## src/rtl/vend_pkg.sv

```systemverilog
// Shared types for the change dispenser: FSM states, change codes, coin values and code decode.
package vend_pkg;

  typedef enum logic [2:0] {
    ST_IDLE,
    ST_SODA,
    ST_DIME,
    ST_NICKEL,
    ST_GAP
  } state_e;

  localparam logic [2:0] CODE_NONE = 3'b000;
  localparam logic [2:0] CODE_N    = 3'b001;
  localparam logic [2:0] CODE_D    = 3'b010;
  localparam logic [2:0] CODE_DN   = 3'b011;
  localparam logic [2:0] CODE_DD   = 3'b100;

  localparam int unsigned COIN_NICKEL = 5;
  localparam int unsigned COIN_DIME   = 10;

  typedef struct packed {
    logic [1:0] dimes;
    logic       nickels;
  } coins_t;

  // Illegal codes fall through to zero coins: soda only.
  function automatic coins_t decode_change(input logic [2:0] code);
    coins_t c;
    c = '0;
    case (code)
      CODE_N:  c.nickels = 1'b1;
      CODE_D:  c.dimes   = 2'd1;
      CODE_DN: begin c.dimes = 2'd1; c.nickels = 1'b1; end
      CODE_DD: c.dimes   = 2'd2;
      default: c = '0;
    endcase
    return c;
  endfunction

  function automatic logic is_bad_code(input logic [2:0] code);
    return code > CODE_DD;
  endfunction

endpackage

```

## src/rtl/vend_fifo.sv

```systemverilog
// Request FIFO; pointers carry one extra wrap bit so full and empty are distinguishable.
module vend_fifo #(
  parameter int unsigned DEPTH = 4,
  parameter int unsigned WIDTH = 3
) (
  input  logic                    clk_i,
  input  logic                    rst_ni,
  input  logic                    push_i,
  input  logic                    pop_i,
  input  logic [WIDTH-1:0]        wdata_i,
  output logic [WIDTH-1:0]        rdata_o,
  output logic                    full_o,
  output logic                    empty_o,
  output logic [$clog2(DEPTH):0]  count_o
);

  localparam int unsigned AW = $clog2(DEPTH);

  logic [AW:0]      wr_q, rd_q;
  logic [WIDTH-1:0] mem_q [DEPTH];

  always_ff @(posedge clk_i or negedge rst_ni) begin
    if (!rst_ni) begin
      wr_q <= '0;
      rd_q <= '0;
    end else begin
      if (push_i) wr_q <= wr_q + 1'b1;
      if (pop_i)  rd_q <= rd_q + 1'b1;
    end
  end

  always_ff @(posedge clk_i) begin
    if (push_i) mem_q[wr_q[AW-1:0]] <= wdata_i;
  end

  assign rdata_o = mem_q[rd_q[AW-1:0]];
  assign empty_o = (wr_q == rd_q);
  assign full_o  = (wr_q[AW] != rd_q[AW]) && (wr_q[AW-1:0] == rd_q[AW-1:0]);
  assign count_o = wr_q - rd_q;

endmodule

```

## src/rtl/change_dispenser.sv

```systemverilog
// Queues vend requests and pulses soda, dime and nickel actuators in sequence with gaps.
// CHANGE_DISP_STATS_EN adds saturating vend and cents-dispensed counters.
module change_dispenser
  import vend_pkg::*;
#(
  parameter int unsigned FIFO_DEPTH = 4,
  parameter int unsigned PULSE_CYC  = 4,
  parameter int unsigned GAP_CYC    = 2
) (
  input  logic        clk_i,
  input  logic        rst_ni,
  input  logic        vend_i,
  input  logic [2:0]  change_i,
  output logic        soda_motor_o,
  output logic        dime_eject_o,
  output logic        nickel_eject_o,
  output logic        busy_o,
  output logic        full_o,
  output logic        overflow_o,
  output logic        bad_code_o
`ifdef CHANGE_DISP_STATS_EN
  ,
  output logic [15:0] vend_cnt_o,
  output logic [15:0] cents_out_o
`endif
);

  localparam int unsigned CW   = $clog2(FIFO_DEPTH) + 1;
  localparam int unsigned TMAX = (PULSE_CYC > GAP_CYC) ? PULSE_CYC : GAP_CYC;
  localparam int unsigned TW   = $clog2(TMAX) + 1;
  localparam logic [TW-1:0] PULSE_LD = TW'(PULSE_CYC - 1);
  localparam logic [TW-1:0] GAP_LD   = TW'(GAP_CYC - 1);

  state_e          state_q, state_d;
  logic [TW-1:0]   timer_q, timer_d;
  logic [1:0]      dimes_q, dimes_d;
  logic            nickels_q, nickels_d;
  logic            soda_q, dime_q, nickel_q, busy_q, full_q, overflow_q, bad_q;
  logic            push, pop, fifo_full, fifo_empty;
  logic [2:0]      fifo_rdata;
  logic [CW-1:0]   fifo_cnt, cnt_d;
  coins_t          coins;

  // A pop frees a slot in the same cycle, so a full FIFO still accepts.
  assign push  = vend_i && (!fifo_full || pop);
  assign cnt_d = fifo_cnt + CW'(push) - CW'(pop);

  vend_fifo #(.DEPTH(FIFO_DEPTH), .WIDTH(3)) u_fifo (
    .clk_i   (clk_i),
    .rst_ni  (rst_ni),
    .push_i  (push),
    .pop_i   (pop),
    .wdata_i (change_i),
    .rdata_o (fifo_rdata),
    .full_o  (fifo_full),
    .empty_o (fifo_empty),
    .count_o (fifo_cnt)
  );

  always_comb begin
    state_d   = state_q;
    timer_d   = timer_q;
    dimes_d   = dimes_q;
    nickels_d = nickels_q;
    pop       = 1'b0;
    coins     = decode_change(fifo_rdata);
    case (state_q)
      ST_IDLE: if (!fifo_empty) begin
        pop       = 1'b1;
        dimes_d   = coins.dimes;
        nickels_d = coins.nickels;
        state_d   = ST_SODA;
        timer_d   = PULSE_LD;
      end
      ST_SODA, ST_DIME, ST_NICKEL: begin
        if (timer_q == '0) begin
          state_d = ST_GAP;
          timer_d = GAP_LD;
        end else begin
          timer_d = timer_q - 1'b1;
        end
      end
      ST_GAP: begin
        if (timer_q != '0) begin
          timer_d = timer_q - 1'b1;
        end else if (dimes_q != 2'd0) begin
          state_d = ST_DIME;
          dimes_d = dimes_q - 2'd1;
          timer_d = PULSE_LD;
        end else if (nickels_q) begin
          state_d   = ST_NICKEL;
          nickels_d = 1'b0;
          timer_d   = PULSE_LD;
        end else begin
          state_d = ST_IDLE;
        end
      end
      default: state_d = ST_IDLE;
    endcase
  end

  // Outputs are registered from next-state so the actuator rises with the state entry.
  always_ff @(posedge clk_i or negedge rst_ni) begin
    if (!rst_ni) begin
      state_q    <= ST_IDLE;
      timer_q    <= '0;
      dimes_q    <= '0;
      nickels_q  <= 1'b0;
      soda_q     <= 1'b0;
      dime_q     <= 1'b0;
      nickel_q   <= 1'b0;
      busy_q     <= 1'b0;
      full_q     <= 1'b0;
      overflow_q <= 1'b0;
      bad_q      <= 1'b0;
    end else begin
      state_q    <= state_d;
      timer_q    <= timer_d;
      dimes_q    <= dimes_d;
      nickels_q  <= nickels_d;
      soda_q     <= (state_d == ST_SODA);
      dime_q     <= (state_d == ST_DIME);
      nickel_q   <= (state_d == ST_NICKEL);
      busy_q     <= (state_d != ST_IDLE) || (cnt_d != '0);
      full_q     <= (cnt_d == CW'(FIFO_DEPTH));
      overflow_q <= overflow_q | (vend_i & fifo_full & ~pop);
      bad_q      <= bad_q | (push & is_bad_code(change_i));
    end
  end

  assign soda_motor_o   = soda_q;
  assign dime_eject_o   = dime_q;
  assign nickel_eject_o = nickel_q;
  assign busy_o         = busy_q;
  assign full_o         = full_q;
  assign overflow_o     = overflow_q;
  assign bad_code_o     = bad_q;

`ifdef CHANGE_DISP_STATS_EN
  logic [15:0] vend_cnt_q, cents_q;
  logic [16:0] cents_sum;
  logic [4:0]  cents_add;

  always_comb begin
    cents_add = 5'd0;
    if (state_d == ST_DIME && state_q != ST_DIME)     cents_add = 5'(COIN_DIME);
    if (state_d == ST_NICKEL && state_q != ST_NICKEL) cents_add = 5'(COIN_NICKEL);
    cents_sum = {1'b0, cents_q} + 17'(cents_add);
  end

  always_ff @(posedge clk_i or negedge rst_ni) begin
    if (!rst_ni) begin
      vend_cnt_q <= '0;
      cents_q    <= '0;
    end else begin
      if (pop && vend_cnt_q != 16'hFFFF) vend_cnt_q <= vend_cnt_q + 16'd1;
      cents_q <= cents_sum[16] ? 16'hFFFF : cents_sum[15:0];
    end
  end

  assign vend_cnt_o  = vend_cnt_q;
  assign cents_out_o = cents_q;
`endif

endmodule
```

## config.mk

```make
export PLATFORM = sky130hd
export DESIGN_NAME = change_dispenser
export DESIGN_NICKNAME = d
export VERILOG_FILES = /design/src/rtl/vend_pkg.sv /design/src/rtl/vend_fifo.sv /design/src/rtl/change_dispenser.sv
export SDC_FILE = /design/constraint.sdc
export NUM_CORES = 1
export LEC_CHECK = 0
export ABC_AREA = 1
export CORE_MARGIN = 5
export CORE_UTILIZATION = 62
export DETAILED_ROUTE_END_ITERATION = 7
export DONT_BUFFER_PORTS = 1
export PLACE_DENSITY = 0.85
export SLEW_MARGIN = 20
export SYNTH_ARGS = -nofsm -noshare
export SYNTH_HDL_FRONTEND = slang
export SYNTH_HIERARCHICAL = 1
export SYNTH_SLANG_ARGS = --single-unit
```

## constraint.sdc

```tcl
create_clock -name clk_i -period 3.39 [get_ports clk_i]
set_input_delay 0.1695 -clock clk_i [delete_from_list [all_inputs] [get_ports clk_i]]
set_output_delay 0.1695 -clock clk_i [all_outputs]
set_load 0.1 [all_outputs]
```

==> reports/results.ini, run 1 <==
[timing]
finalClockSkew_ns=0.00592
fin_crit_sh=0.793
worst_pin_slew_ns=0.902
whs_ns=0.0812
slew_viol_final=0
slew_headroom=0.399
hold_viol=0
worst_slack_ns=0.702
fin_crit_ns=2.69
rsz0062_at_grt=false
fmax_mhz=372
setup_violations=0
final.setup.tns_ns=0

[min_path]
min_path_type=in2reg

[status]
outcome=completed

[final_layout]
diodes=0
fin_area_mm2=0.00207
layout-drive-gt1-share=0.107
final_nets=259
fin_cells=276
syn_to_final_growth_pct=9.22

[clocking]
cts.repair.resized=0
clock_latency_ns=0.35
cts_tree=yes
cts_max_level=2
clk_path_buf_depth=2
cts_sinks=34
root_buffer=clkbuf_4
clkTransAtPathRegs_ns=0.11
numCtsBuffers=5
cts_setup_buffers=0

[place]
hpwl_um=2440
placed_cell_area_mm2=0.00194
globalplace.congestion=0.820
place_ws_ns=0.734
dp.cells=262
io_buffers=0

[global_routing]
grt_pass1_vias=1461
grt_max_degree=23
grt_overflow=0
grt_antenna_before_repair=0
grt_pass1_wl_um=6250
grt.total_usage=0.197

[route]
drtIter0Drc=70
vias=1368
drt-total-wl_um=3360
ant_nets=0
via_per_inst=4.96
dr.pass1.iters=4
wire_per_inst_um=12.2
drc=0

[floorplan]
start_util=0.633
rows=20
die_y_um=65.4
die_area_mm2=0.00427
die_width_um=65.4
num_io_pins=13
placeableCoreArea_mm2=0.00300

[worst_setup_path]
crit_type=reg2reg
crit_required_ns=3.62
startpoint_type=flop
worst-endpoint-arrival_ns=2.92
endpoint_kind=flop
r2r_slack_ns=0.70
cp_max_fo=7

[yosys]
synthDistinctLibCells=29
synth_seq_area_share=0.480
synth_top_family_by_area=simple AND/OR/NAND/NOR gates
synth_ff_type=dfrtp_1
ys_seq_elements=34
synth-xor-area-share=0.0231
synth_fp_nets=246
synth_compound_gate_area_share=0.0369
synth.area.mux_share=0
yosys_warnings=6
synthCells=229
synth_edf_count=12
syn_avg_cell_area_um2=8.29
synth_fa_ha_area_frac=0.0804
syn_area_mm2=0.00190
async_reset_ff_frac=0.647
yosys.area_share.simple=0.275

[pwr]
power_density_mw_per_mm2=1050
max-vdd-ir-drop_mv=0.619
p_leak_nw=1.11

[flow_run]
max_cap_viol_count=0

-- cell type report --
class | instances | area (um2)
Clock buffer | 5 | 37.5
Clock inverter | 3 | 45.0
Fill cell | 251 | 928
Inverter | 49 | 189
Multi-Input combinational cell | 145 | 788
Sequential cell | 34 | 911
Tap cell | 33 | 41.3
Timing Repair Buffer | 7 | 62.6
-- final timing paths --
kind                                      from          to  cells past startpoint
worst min-delay path               change_i[2]  bad_code_o                      3
worst max register to register  u_fifo/rd_q[1]      busy_o                     12
min in group asynchronous               rst_ni  dimes_q[1]                      2
worst min register to register      dimes_q[1]  dimes_q[1]                      2
worst max-delay path            u_fifo/rd_q[1]      busy_o                     12
max in group asynchronous               rst_ni      busy_o                      2
-- placed cells by master, fill, tap and decap left out, types with 3 or more instances in the layout --
master,Yosys,routed
clkbuf_4,0,5
o21ai_0,3,3
nand3_1,20,20
dlygate4sd3_1,0,5
inv_1,46,46
nor2_1,10,10
edfxtp_1,12,12
a21oi_1,3,3
ha_1,9,9
nand2_2,4,4
dfrtp_1,22,22
xor2_1,4,4
nand2_1,74,74
-- worst max-delay path, stage by stage (launching register included) --
cell and delay (ns):
dfrtp_1 0.43, inv_1 0.14, ha_1 0.30, nand2_1 0.07, a21oi_1 0.18, inv_1 0.07
nand2_2 0.14, or2_4 0.15, nand2_1 0.05, ha_1 0.18, fa_1 0.41, or2_2 0.29
nand3b_1 0.16
-- cells in the mapped netlist, types with 2 or more instances --
cell | number | area, um2
xor2_1 | 4 | 35.0
ha_1 | 9 | 113
fa_1 | 2 | 40.0
nand3b_1 | 2 | 15.0
nand2_2 | 4 | 25.0
inv_1 | 46 | 173
o21ai_0 | 3 | 15.0
nor2_2 | 2 | 12.5
nor2_1 | 10 | 37.5
edfxtp_1 | 12 | 360
nand2_1 | 74 | 278
nand3_1 | 20 | 100
inv_2 | 2 | 7.51
dfrtp_1 | 22 | 551
a21oi_1 | 3 | 15.0
-- power breakdown --
part	total (mW)	internal, mW	leakage [nW]	switching, mW
combinational	1.05	0.401	0.697	0.651
sequential	0.822	0.561	0.374	0.262
clock	0.302	0.155	0.0374	0.147
total	2.18	1.12	1.11	1.06
-- metrics by stage --
step	util	power (mW)
after floorplan	-	1.67
after global placement	0.645	1.83
after detailed placement	0.645	1.87
after CTS	0.689	2.19
after global routing	0.691	2.44
final	0.691	2.18
-- logic make-up (layout without fill, tap and decap cells) --
logic type                 Yosys count  count (layout)
xor gates and xnor gates             5               5
buffers and inverters               50              64
DFF                                 34              34
and+or+nand+nor                    118             118
adders and majority gates           11              11
AOI/OAI and AO/OA                   11              11
-- layer usage --
metal,routed length [um],track usage,vias up,part of all wire
met5,0,0,-,0
met4,38,0.0907,0,0.011
met3,125,0.0667,4,0.037
met2,1650,0.330,21,0.49
met1,1540,0.227,615,0.46
li1,-,-,728,-
-- repair_timing --
item | 4_1_cts | 5_1_grt
endpoints found under the hold margin | 36 | 22
hold buffers | 5 | 1
endpoints found under the setup margin | 0 | 0
-- registers in the layout, indices dropped and copies added, names as in the netlist, 2 cells and up --
name	cells
state_q	3
u_fifo/mem_q	12
u_fifo/wr_q	3
timer_q	3
dimes_q	2
u_fifo/rd_q	3
(Power assumes the default switching activity.)
==> run 2, diff against run 1 <==
--- a/config.mk
+++ b/config.mk
@@ -5,12 +5,12 @@
 export SDC_FILE = /design/constraint.sdc
 export NUM_CORES = 1
 export LEC_CHECK = 0
-export ABC_AREA = 1
+export ABC_AREA = 0
 export CORE_MARGIN = 5
-export CORE_UTILIZATION = 62
+export CORE_UTILIZATION = 56
 export DETAILED_ROUTE_END_ITERATION = 7
 export DONT_BUFFER_PORTS = 1
-export PLACE_DENSITY = 0.85
+export PLACE_DENSITY = 0.81
 export SLEW_MARGIN = 20
 export SYNTH_ARGS = -nofsm -noshare
 export SYNTH_HDL_FRONTEND = slang
==> constraint.sdc (replaced) <==
create_clock -name clk_i -period 2.3 [get_ports clk_i]
set_input_delay 0.115 -clock clk_i [delete_from_list [all_inputs] [get_ports clk_i]]
set_output_delay 0.115 -clock clk_i [all_outputs]
set_load 0.1 [all_outputs]
==> reports/results.ini, run 2 <==
[yosys]
synth_commonest_cells=dfrtp_1, inv_1, edfxtp_1, ha_1, nand2_1
synth_most_common_cell=dfrtp_1
synth_fp_nets=160  ; -35%
yosys_warnings=6  ; unchanged
post-synth-top-area-cell=dfrtp_1
synth_top_area_frac=0.320  ; +0.0301
synth_edf_count=12  ; unchanged
syn_area_mm2=0.00172  ; -9.4%
syn_avg_cell_area_um2=12.0  ; +45%
synthCells=143  ; -38%
ys_seq_elements=34  ; unchanged
synth_ff_type=dfrtp_1
netlist_top_cells_area=dfrtp_1, edfxtp_1, ha_1
async_reset_ff_frac=0.647  ; unchanged
synthDistinctLibCells=44  ; +52%
synth_seq_area_share=0.529  ; +0.0499

[worst_setup_path]
worst-endpoint-arrival_ns=3.24  ; +0.32 ns
crit_required_ns=2.51  ; -1.11 ns
r2r-start=u_fifo/wr_q[0]
reg2regPathDepth=13  ; +1
critPathSlowestCell=or4_4
startpoint_type=flop
r2r_slack_ns=-0.73  ; -1.43 ns
crit_chain=inv_2 -> ha_4 -> nand2_4 -> nor2_4 -> or4_4 -> nand2_2 -> nand2_4 -> ha_4 -> fa_2 -> xnor2_2 -> xnor2_1 -> or3_1 -> or3_4
cp_max_fo=4  ; -3
reg2reg_to=busy_o
crit_type=reg2reg
crit_path_max_incr_delay_ns=0.46  ; +0.03 ns
endpoint_kind=flop

[route]
drc=0  ; unchanged
vias=1236  ; -9.6%
wire_per_inst_um=16.8  ; +38%
ant_nets=0  ; unchanged
drt-total-wl_um=3570  ; +6.4%
drtIter0Drc=77  ; +10%
via_per_inst=5.80  ; +17%
dr.pass1.iters=4  ; unchanged

[floorplan]
rows=20  ; unchanged
num_io_pins=13  ; unchanged
placeableCoreArea_mm2=0.00300  ; unchanged
start_util=0.573  ; -0.0596
die_width_um=65.4  ; +0.11%
die_area_mm2=0.00428  ; +0.23%
die_y_um=65.4  ; +0.11%

[timing]
worst_slack_ns=-0.731  ; -1.43 ns
finalClockSkew_ns=0.00752  ; +0.00160 ns
fin_crit_ns=3.03  ; +0.343 ns
rsz0062_at_grt=true
setup_violations=2  ; +2
worst_pin_slew_ns=0.901  ; -0.000682 ns
final.setup.tns_ns=-1.07  ; -1.07 ns
fin_crit_sh=1.32  ; +0.525
slew_headroom=0.399  ; +0.000455
slew_viol_final=0  ; unchanged
fmax_mhz=330  ; -11%
hold_viol=0  ; unchanged

[status]
violations=negative setup slack
outcome=finished with violations

[global_routing]
grt_antenna_before_repair=0  ; unchanged
grt_max_degree=23  ; unchanged
grt_pass1_wl_um=6270  ; +0.22%
grt_pass1_vias=1341  ; -8.2%
grt_overflow=0  ; unchanged
grt.total_usage=0.196  ; -0.000897

[clocking]
cts_max_level=2  ; unchanged
cts_sinks=34  ; unchanged
root_buffer=clkbuf_4
clk_path_buf_depth=2  ; unchanged
clock_latency_ns=0.33  ; -0.02 ns
numCtsBuffers=5  ; unchanged
cts_tree=yes
clkTransAtPathRegs_ns=0.09  ; -0.02 ns

[min_path]
hold_depth=2  ; -1
min_path_type=in2reg
min_from=change_i[2]
hold_end=bad_code_o

[final_layout]
diodes=0  ; unchanged
layout_common_cells=buf_4, dfrtp_1, edfxtp_1
final_common_cell=buf_4
syn_to_final_growth_pct=26.2
final_util=0.723  ; +0.0321
final_nets=196  ; -24%
layout-drive-gt1-share=0.344  ; +0.237
largest_reg_flops=12  ; unchanged

[flow_run]
max_cap_viol_count=0  ; unchanged

[place]
io_buffers=0  ; unchanged
globalplace.congestion=0.855  ; +4.2%
hpwl_um=2490  ; +1.8%

run 2: worst max-delay path by stage:
stage,cells after the start,slack [ns],from,to
6_report,13,-0.73,u_fifo/wr_q[0],busy_o
3_5_place_dp,11,-0.90,u_fifo/wr_q[0],busy_o
2_1_floorplan,12,-0.86,u_fifo/wr_q[0],busy_o
5_1_grt,13,-0.80,u_fifo/wr_q[0],busy_o
4_1_cts,11,-0.70,u_fifo/wr_q[0],busy_o
3_3_place_gp,11,-0.76,u_fifo/wr_q[0],busy_o
run 2: logic make-up after synthesis:
kind of cell / synth area share
AO/OA/AOI/OAI: 0.102
XOR/XNOR: 0.0458
adder cells (fa/ha/maj): 0.0887
buffers and inverters: 0.0385
flip-flops: 0.529
multiplexers: 0.0458
AND/OR/NAND/NOR: 0.150
run 2: worst max-delay path, delay by kind of cell (launching register included):
family,cells,cell delay [ns]
AND/OR/NAND/NOR,7,1.40
flip-flops,1,0.41
buffers and inverters,1,0.09
XOR/XNOR,2,0.29
adder cells (fa/ha/maj),3,0.71
run 2: per-stage QoR:
| step | cell area (um2) | hold slack, ns | setup WS (ns) | std cells |
|---|---|---|---|---|
| floorplan | 1790 | -0.181 | -0.864 | 143 |
| global placement | 1960 | -0.180 | -0.760 | 193 |
| global route | 2170 | 0.0116 | -0.800 | 213 |
| CTS | 2160 | 0.00581 | -0.696 | 213 |
| finish | 2170 | 0.0159 | -0.731 | 213 |
| detailed placement | 1960 | -0.180 | -0.900 | 193 |
run 2: repair_timing:
item,CTS,global route
resized for setup,13,8
buffers inserted,8,3
setup endpoints to repair,15,5
pin swaps,5,1
endpoints found under the hold margin,36,22
hold buffers,5,1
run 2: layout make-up:
type | count | area [um2]
clock buffers | 5 | 37.5
clock inverters | 3 | 11.3
fillers | 192 | 832
inverters | 14 | 52.6
multi-input cells | 92 | 856
flip-flops and latches | 34 | 911
well taps | 33 | 41.3
repair buffers | 32 | 262
run 2: layer usage:
metal  track usage  wire length [um]  vias up
met5             0                 0        -
met4        0.0959               101        0
met3        0.0564               176       13
met2         0.331              1850       43
met1         0.228              1440      605
li1              -                 -      575
Power of run 2 is left out: the tool's default activity adds up to more than one toggle a clock period on the data nets, which glitch-free logic cannot reach.
==> run 3, diff against run 2 <==
--- a/config.mk
+++ b/config.mk
@@ -7,10 +7,12 @@
 export LEC_CHECK = 0
 export ABC_AREA = 0
 export CORE_MARGIN = 5
-export CORE_UTILIZATION = 56
+export CORE_UTILIZATION = 59
+export CTS_BUF_LIST = sky130_fd_sc_hd__clkbuf_2
 export DETAILED_ROUTE_END_ITERATION = 7
 export DONT_BUFFER_PORTS = 1
-export PLACE_DENSITY = 0.81
+export HOLD_SLACK_MARGIN = 0.12
+export PLACE_DENSITY = 0.85
 export SLEW_MARGIN = 20
 export SYNTH_ARGS = -nofsm -noshare
 export SYNTH_HDL_FRONTEND = slang
==> reports/results.ini, run 3 (synthesis results as in run 2) <==
[final_layout]
diodes=0  ; unchanged
final_nets=195  ; -0.51%
fill_cells=134  ; -30%
final_common_cell=buf_4
layout_common_cells=buf_4, dfrtp_1, edfxtp_1
layout-drive-gt1-share=0.358  ; +0.0131
largest_reg_flops=12  ; unchanged
fin_area_mm2=0.00219  ; +0.86%
syn_to_final_growth_pct=27.3

[worst_setup_path]
endpoint_kind=flop
crit_path_max_incr_delay_ns=0.47  ; about the same
crit_chain=inv_2 -> ha_4 -> nand2_4 -> nor2_2 -> or4_4 -> or2_4 -> nand2_4 -> ha_4 -> fa_2 -> or3_1 -> or3_4
startpoint_type=flop
worst-endpoint-arrival_ns=3.41  ; +0.17 ns
worst_path_dominant_cell_family=simple AND/OR/NAND/NOR gates
crit_type=reg2reg
cp_max_fo=4  ; unchanged
crit_buf_inv=1  ; unchanged
crit_required_ns=2.59  ; +0.08 ns
critPathSlowestCell=or4_4

[timing]
rsz0062_at_grt=true
hold_viol=0  ; unchanged
fin_crit_ns=3.12  ; +0.0852 ns
fmax_mhz=321  ; -2.7%
worst_slack_ns=-0.816  ; -0.0852 ns
slew_viol_final=0  ; unchanged
worst_pin_slew_ns=0.925  ; +0.0237 ns
finalClockSkew_ns=0.0135  ; +0.00602 ns
slew_headroom=0.384  ; -0.0154
setup_violations=8  ; +6
fin_crit_sh=1.35  ; +0.0370

[floorplan]
rows=19  ; -5.0%
die_area_mm2=0.00410  ; -4.3%
start_util=0.619  ; +0.0456
num_io_pins=13  ; unchanged
die_y_um=64  ; -2.2%
die_width_um=64  ; -2.2%
placeableCoreArea_mm2=0.00278  ; -7.4%

[route]
drt-total-wl_um=4260  ; +19%
top_layer=met4
drc=0  ; unchanged
wl_met3_um=196  ; +11%
dr.pass1.iters=6  ; +2
wire_per_inst_um=20.3  ; +21%
ant_nets=0  ; unchanged
wl_met2_um=2220  ; +20%
drtIter0Drc=64  ; -17%
via_per_inst=5.94  ; +2.3%
wl_met1_um=1670  ; +16%
vias=1247  ; +0.89%

[clocking]
cts_tree=yes
clk_path_buf_depth=2  ; unchanged
numCtsBuffers=5  ; unchanged
clock_latency_ns=0.40  ; +0.07 ns
cts_max_level=2  ; unchanged
clkTransAtPathRegs_ns=0.19  ; +0.10 ns
cts_sinks=34  ; unchanged
root_buffer=clkbuf_2

[global_routing]
grt_pass1_vias=1368  ; +2.0%
grt_antenna_before_repair=0  ; unchanged
grt_overflow=0  ; unchanged
grt_pass1_wl_um=7040  ; +12%
grt.total_usage=0.235  ; +0.0387
grt_max_degree=23  ; unchanged

[place]
io_buffers=0  ; unchanged
globalplace.congestion=0.749  ; -12%
placed_cell_area_mm2=0.00195  ; -0.13%
hpwl_um=2600  ; +4.4%

[min_path]
min_path_type=in2reg

[status]
violations=negative setup slack
outcome=finished with violations

[flow_run]
max_cap_viol_count=0  ; unchanged

==> run 3: worst reg2reg max path, cell delays in order, from the launching register on <==
cell and delay [ns]:
dfrtp_1 0.44, inv_2 0.10, ha_4 0.22, nand2_4 0.07
nor2_2 0.05, or4_4 0.47, or2_4 0.30, nand2_4 0.08
ha_4 0.12, fa_2 0.44, or3_1 0.40, or3_4 0.34
==> run 3: final timing paths <==
kind | startpoint | to | slack, ns | depth (start not counted)
hold reg to reg | dimes_q[0] | dimes_q[0] | 0.51 | 1
hold / removal | vend_i | u_fifo/wr_q[1] | 0.16 | 4
min in group asynchronous | rst_ni | bad_code_o | 0.20 | 2
setup reg to reg | u_fifo/wr_q[0] | busy_o | -0.82 | 11
max in group asynchronous | rst_ni | overflow_o | 1.75 | 2
setup / recovery | u_fifo/wr_q[0] | busy_o | -0.82 | 11
==> run 3: through the flow <==
step	setup TNS (ns)	hold WS, ns	instances	util	worst slack [ns]
CTS	-1.16	0.154	208	0.778	-0.752
floorplan	-1.21	-0.181	143	-	-0.864
finish	-1.41	0.158	210	0.787	-0.816
global route	-2.39	0.137	210	0.787	-0.879
global placement	-1.24	-0.180	191	0.703	-0.759
detailed placement	-2.76	-0.180	191	0.703	-0.898
==> run 3: final cells by class <==
| cell class | count | area (um2) | area share |
|---|---|---|---|
| clock buffers | 5 | 25.0 | 0.0114 |
| clock inverters | 3 | 68.8 | 0.0314 |
| inverters | 14 | 52.6 | 0.0240 |
| multi-input cells | 92 | 843 | 0.385 |
| flip-flops and latches | 34 | 911 | 0.416 |
| well taps | 31 | 38.8 | 0.0177 |
| repair buffers | 31 | 250 | 0.114 |
==> run 3: routing by layer <==
metal  vias up  track usage
met4         0        0.145
met2        34        0.388
met5         -            0
li1        573            -
met1       626        0.256
met3        14       0.0823
==> run 3: timing repair <==
action	4_1_cts	5_1_grt
buffers inserted	4	2
pin swaps	9	2
hold buffers	5	1
resized for setup	9	5
endpoints found under the hold margin	36	22
setup endpoints to repair	15	15
Power of run 3 is left out for the same reason.
